--- config.mk ---
export PLATFORM = sky130hd
export DESIGN_NAME = imem_fetch_unit
export DESIGN_NICKNAME = d
export VERILOG_FILES = /design/src/rtl/isa_pkg.sv /design/src/rtl/fetch_queue.sv /design/src/rtl/imem_fetch_unit.sv
export SDC_FILE = /design/constraint.sdc
export NUM_CORES = 1
export LEC_CHECK = 0
export ABC_AREA = 0
export BUFFER_PORTS_ARGS = -buffer_cell sky130_fd_sc_hd__buf_2
export CELL_PAD_IN_SITES_DETAIL_PLACEMENT = 0
export CELL_PAD_IN_SITES_GLOBAL_PLACEMENT = 1
export CORE_UTILIZATION = 48
export CTS_CLUSTER_DIAMETER = 60
export CTS_CLUSTER_SIZE = 12
export DETAILED_ROUTE_END_ITERATION = 8
export GPL_ROUTABILITY_DRIVEN = 0
export GPL_TIMING_DRIVEN = 0
export PLACE_DENSITY = 0.95
export SYNTH_ARGS = -nofsm -noshare
export SYNTH_HDL_FRONTEND = slang
export SYNTH_SLANG_ARGS = --single-unit
export TNS_END_PERCENT = 50
--- constraint.sdc ---
create_clock -name clock -period 8.1 [get_ports clock]
set_input_delay 0.81 -clock clock [delete_from_list [all_inputs] [get_ports clock]]
set_output_delay 0.81 -clock clock [all_outputs]
set_load 0.01 [all_outputs]
--- src/rtl/isa_pkg.sv ---
// Shared ISA definitions for the fetch front end and the control-signal decoder.
// No logic of its own: opcode field position, opcode constants and a legality helper.
// Ports: none (package).
package isa_pkg;

  localparam int OPC_MSB = 31;
  localparam int OPC_LSB = 27;
  localparam int OPC_W   = OPC_MSB - OPC_LSB + 1;

  localparam logic [OPC_W-1:0] OP_RTYPE = 5'b00000;
  localparam logic [OPC_W-1:0] OP_ADDI  = 5'b00101;
  localparam logic [OPC_W-1:0] OP_SW    = 5'b00111;
  localparam logic [OPC_W-1:0] OP_LW    = 5'b01000;

  function automatic logic [OPC_W-1:0] opcode_of(input logic [31:0] word);
    return word[OPC_MSB:OPC_LSB];
  endfunction

  function automatic logic is_legal_opcode(input logic [OPC_W-1:0] op);
    logic legal;
    case (op)
      OP_RTYPE, OP_ADDI, OP_SW, OP_LW: legal = 1'b1;
      default:                         legal = 1'b0;
    endcase
    return legal;
  endfunction

endpackage

--- src/rtl/fetch_queue.sv ---
// Purpose: 2-entry FIFO holding fetched {pc, word} pairs between fetch and decode.
// Latency: a push is visible at head the cycle after the write edge; head is combinational.
// Backpressure: push while full is accepted only together with a pop; flush wins over both.
// Ports: clock/reset, push+push_dat (write), pop (read head), flush (empty the queue),
//        full, count (occupancy 0..2), head (oldest entry).
module fetch_queue #(
  parameter int W = 44
) (
  input  logic         clock,
  input  logic         reset,
  input  logic         push,
  input  logic [W-1:0] push_dat,
  input  logic         pop,
  input  logic         flush,
  output logic         full,
  output logic [1:0]   count,
  output logic [W-1:0] head
);

  logic [W-1:0] mem_q [2];
  logic         rd_ptr_q, rd_ptr_d;
  logic         wr_ptr_q, wr_ptr_d;
  logic [1:0]   count_q, count_d;
  logic         do_push, do_pop;

  assign full  = (count_q == 2'd2);
  assign count = count_q;
  assign head  = mem_q[rd_ptr_q];

  // When full, the write slot is the head slot; a same-cycle pop frees it,
  // and the head has already been consumed combinationally before the edge.
  assign do_pop  = pop & (count_q != 2'd0);
  assign do_push = push & (!full | do_pop);

  always_comb begin
    rd_ptr_d = rd_ptr_q;
    wr_ptr_d = wr_ptr_q;
    count_d  = count_q;
    if (flush) begin
      rd_ptr_d = 1'b0;
      wr_ptr_d = 1'b0;
      count_d  = 2'd0;
    end else begin
      if (do_pop)  rd_ptr_d = ~rd_ptr_q;
      if (do_push) wr_ptr_d = ~wr_ptr_q;
      count_d = count_q + {1'b0, do_push} - {1'b0, do_pop};
    end
  end

  always_ff @(posedge clock or posedge reset) begin
    if (reset) begin
      rd_ptr_q <= 1'b0;
      wr_ptr_q <= 1'b0;
      count_q  <= 2'd0;
      for (int i = 0; i < 2; i++) mem_q[i] <= '0;
    end else begin
      rd_ptr_q <= rd_ptr_d;
      wr_ptr_q <= wr_ptr_d;
      count_q  <= count_d;
      if (do_push && !flush) mem_q[wr_ptr_q] <= push_dat;
    end
  end

endmodule

--- src/rtl/imem_fetch_unit.sv ---
// Purpose: instruction fetch front end driving a synchronous imem and feeding decode.
// Latency: issue in cycle N, q_imem captured at end of N+1, insn_valid in N+2; 1 insn/cycle.
// Backpressure: insn_ready=0 fills the 2-entry queue, then issue stops and address_imem holds.
// Ports: clock/reset; address_imem/q_imem (memory side); redirect_valid/redirect_pc (PC load);
//        insn_valid/insn/insn_pc/insn_illegal/insn_ready (decode handshake).
module imem_fetch_unit
  import isa_pkg::*;
#(
  parameter int                ADDR_W   = 12,
  parameter logic [ADDR_W-1:0] RESET_PC = '0
) (
  input  logic              clock,
  input  logic              reset,
  output logic [ADDR_W-1:0] address_imem,
  input  logic [31:0]       q_imem,
  input  logic              redirect_valid,
  input  logic [ADDR_W-1:0] redirect_pc,
  output logic              insn_valid,
  output logic [31:0]       insn,
  output logic [ADDR_W-1:0] insn_pc,
  output logic              insn_illegal,
  input  logic              insn_ready
);

  localparam int QW = ADDR_W + 32;

  logic [ADDR_W-1:0] pc_q, pc_d;
  logic [ADDR_W-1:0] req_pc_q, req_pc_d;  // address of the word currently in flight
  logic              inflight_q, inflight_d;
  logic              kill_q, kill_d;

  logic              pop, issue, capture;
  logic              q_push, q_pop, q_full;
  logic [1:0]        q_count;
  logic [QW-1:0]     q_head;
  logic [2:0]        occ;

  assign pop = insn_valid & insn_ready;

  // Slots already committed (queued + in flight) after this cycle's pop.
  // pop implies count>=1, so this never underflows.
  assign occ   = {1'b0, q_count} + {2'b0, inflight_q} - {2'b0, pop};
  assign issue = !redirect_valid && (occ < 3'd2);

  // A redirect flushes the queue, so a response landing in the same cycle is dropped too.
  assign capture = inflight_q & !kill_q & !redirect_valid;
  assign q_push  = capture & (!q_full | q_pop);
  assign q_pop   = pop & !redirect_valid;

  always_comb begin
    pc_d       = pc_q;
    req_pc_d   = req_pc_q;
    inflight_d = issue;
    kill_d     = redirect_valid & inflight_q & !kill_q;
    if (redirect_valid) begin
      pc_d = redirect_pc;
    end else if (issue) begin
      pc_d     = pc_q + ADDR_W'(1);
      req_pc_d = pc_q;
    end
  end

  always_ff @(posedge clock or posedge reset) begin
    if (reset) begin
      pc_q       <= RESET_PC;
      req_pc_q   <= '0;
      inflight_q <= 1'b0;
      kill_q     <= 1'b0;
    end else begin
      pc_q       <= pc_d;
      req_pc_q   <= req_pc_d;
      inflight_q <= inflight_d;
      kill_q     <= kill_d;
    end
  end

  fetch_queue #(.W(QW)) u_queue (
    .clock    (clock),
    .reset    (reset),
    .push     (q_push),
    .push_dat ({req_pc_q, q_imem}),
    .pop      (q_pop),
    .flush    (redirect_valid),
    .full     (q_full),
    .count    (q_count),
    .head     (q_head)
  );

  assign address_imem = pc_q;
  assign insn_valid   = (q_count != 2'd0);
  // Gate the head so idle outputs read as zero rather than stale queue contents.
  assign insn         = insn_valid ? q_head[31:0] : '0;
  assign insn_pc      = insn_valid ? q_head[QW-1:32] : '0;
  assign insn_illegal = insn_valid & !is_legal_opcode(opcode_of(q_head[31:0]));

endmodule

==> out/qor.txt <==
Status -> completed
Synth area leader -> dfrtp_1
#FFs+latches synth -> 118
Setup slack after layout -> 4.17 ns
Pwr Total -> 2.82 mW
# DRC -> 0
Final max-slew violation count -> 0
Post-route clock period utilization -> 0.486
Ports -> 106
Power Dens Cells -> 415 mW/mm²
Row count -> 38
Syn Inst Count -> 424
Vias post-DR -> 3704
Largest net degree at the start of global routing -> 71
WL/cell -> 16.1 µm
Nets -> 602
Max VDD drop -> 0.176 mV
Placed standard-cell area -> 0.00620 mm²
Worst-Skew Late Latency -> 0.40 ns
DRT Wirelength -> 11.3 mm
CTS tree -> done
Final min period -> 3.93 ns
Synth top cells by count -> dfrtp_1, mux2_2, nor2_1
Post-CTS Setup Bufs -> 0
Library cells used by synthesis -> 34
Die H -> 109 µm
Reg-to-reg slack, setup -> 4.17 ns
Worst Path Required -> 8.38 ns
Area contributors post-synth -> dfrtp_1, mux2_2, mux2i_1
Worst rel slew slack -> 0.444
Post-synth top flop -> dfrtp_1
R2R Path Start -> u_queue.count[1]$_DFF_PP0_
Die W -> 109 µm
Starting density of the core -> 0.498
Post-CTS Hold Fix Bufs -> 0
Vias in the first global route -> 3786
Count leader, synth -> dfrtp_1
Total grt overflow -> 0
Net Count, Synth -> 477
Crit path max fanout -> 10
Crit path launch -> u_queue.count[1]$_DFF_PP0_
Post-route cell area -> 0.00680 mm²
Crit path kind -> reg2reg
Fmax -> 254 MHz
CP arrival -> 4.21 ns
Avg Cell Area, Syn -> 12.9 µm²
Area grow syn2layout -> 24.2%
Worst Max-Slew Pin Slew -> 0.830 ns
IO buf count -> 105
Fraction of final layout cells sized beyond drive strength 1 -> 0.448
Final Hold Fails -> 0
Root buf cell -> clkbuf_16
DR pass1 iterations -> 4
Synthesized cell area -> 0.00547 mm²
Core ar. -> 0.0110 mm²
Register Area -> 0.00295 mm²
Reg2reg end -> req_pc_q[6]$_DFFE_PP0P_
Ys Warns -> 0
Worst Setup EP -> req_pc_q[6]$_DFFE_PP0P_
First-pass GRT wire length -> 18.4 mm
Setup TNS -> 0 ns
CTS Sinks -> 118
Skew final -> 0.00896 ns
Path category of the worst min-delay check -> in2async
Placed Cells -> 670
Footprint of the multi-input gates -> 0.00233 mm²
Number of CTS-inserted buffers -> 17
Startpoint types -> flip-flop
Via density -> 5.28
Final HPWL DP -> 7.81 mm
# setup viols final -> 0
R2R depth -> 11
DIE AREA -> 0.0118 mm²
Number of antenna violations at the first check in global routing -> 0
Seq/Total Area, Yosys -> 0.540
Post-cts sizing count -> 0
Max_cap viols -> 0
H-tree levels -> 4
CP Capture Type -> flip-flop
Reg clk slew, reported paths -> 0.06 ns
Post-synth EDFFs -> 0
Asr flop ratio synth -> 1.00
DR iter-0 viols -> 125
Post-synth top area share -> 0.540
Clock Path Buffers -> 2
Leakage power total -> 3.21 nW
Place WS -> 4.23 ns
Diode count -> 0
Post-route insts no fill -> 702
RSZ-0062 raised after global routing -> false
Tot GR Track Use -> 0.206
Post-route ant nets -> 0
Fill count -> 880
## critical path: stages (launching register included)
cell and delay [ns]:
dfrtp_1 0.39, buf_2 0.18, nor2_1 0.64, inv_1 0.16
and2_1 0.26, ha_1 0.28, nand2b_1 0.16, fa_1 0.42
xor2_1 0.25, nor3b_2 0.43, buf_4 0.28, mux2_2 0.35
## worst min path at each step
stage / from / end / slack [ns] / cells past startpoint
2_1_floorplan: u_queue.mem_q[80]$_DFFE_PP0P_ / u_queue.mem_q[80]$_DFFE_PP0P_ / 0.46 / 1
3_3_place_gp: u_queue.mem_q[81]$_DFFE_PP0P_ / u_queue.mem_q[81]$_DFFE_PP0P_ / 0.47 / 1
3_5_place_dp: u_queue.mem_q[80]$_DFFE_PP0P_ / u_queue.mem_q[80]$_DFFE_PP0P_ / 0.48 / 1
4_1_cts: u_queue.mem_q[80]$_DFFE_PP0P_ / u_queue.mem_q[80]$_DFFE_PP0P_ / 0.49 / 1
5_1_grt: kill_q$_DFF_PP0_ / kill_q$_DFF_PP0_ / 0.50 / 1
6_report: reset / u_queue.mem_q[59]$_DFFE_PP0P_ / 0.49 / 2
## area by class of cell
class	instances	share of cell area
clock buffers	23	0.0689
plain buffers	23	0.0236
multi-input cells	275	0.343
inverters	8	0.00479
repair buffers	106	0.0814
flip-flops and latches	118	0.435
well taps	140	0.0258
clock inverters	9	0.0184
## logic make-up (layout without fill, tap and decap cells)
group                      after synthesis  count (layout)  share of synthesized area
AOI/OAI and AO/OA                       15              15                     0.0194
xor gates and xnor gates                15              15                     0.0240
adders and majority gates                5               5                     0.0128
buffers and inverters                   31             169                     0.0348
DFF                                    118             118                      0.540
muxes                                  148             148                      0.294
and+or+nand+nor                         92              92                     0.0755
## stage by stage
stage,hold slack (ns),util
6_report,0.486,0.619
5_1_grt,0.504,0.619
4_1_cts,0.491,0.619
3_5_place_dp,0.479,0.565
3_3_place_gp,0.466,0.562
2_1_floorplan,0.457,-
## metal layers
layer	routed length, µm	global-route usage	vias to the layer above
met2	5510	0.332	106
met5	0	0	-
met3	501	0.0514	18
li1	-	-	1723
met4	185	0.0888	0
met1	5100	0.266	1857
## placed cells by master, fill, tap and decap left out, types with 5 or more instances in the layout
master	n
clkbuf_16	17
buf_6	8
mux2i_1	47
buf_2	110
xnor2_1	8
o21ai_0	9
mux2_2	99
nand2_1	13
xor2_1	7
clkbuf_1	10
nand3_1	5
dfrtp_1	118
inv_1	7
nor2_1	53
## state kept, by name, indices dropped and copies added, names as in the netlist
name              count
kill_q                1
u_queue.rd_ptr_q      1
inflight_q            1
u_queue.wr_ptr_q      1
u_queue.mem_q        88
req_pc_q             12
u_queue.count         2
address_imem         12
## power breakdown
| group | leakage [nW] | switching [mW] | internal (mW) |
|---|---|---|---|
| Combinational | 1.47 | 0.516 | 0.536 |
| Clock | 0.287 | 0.249 | 0.497 |
| Sequential | 1.46 | 0.167 | 0.854 |
No activity file was read; power rests on OpenSTA's default activity.
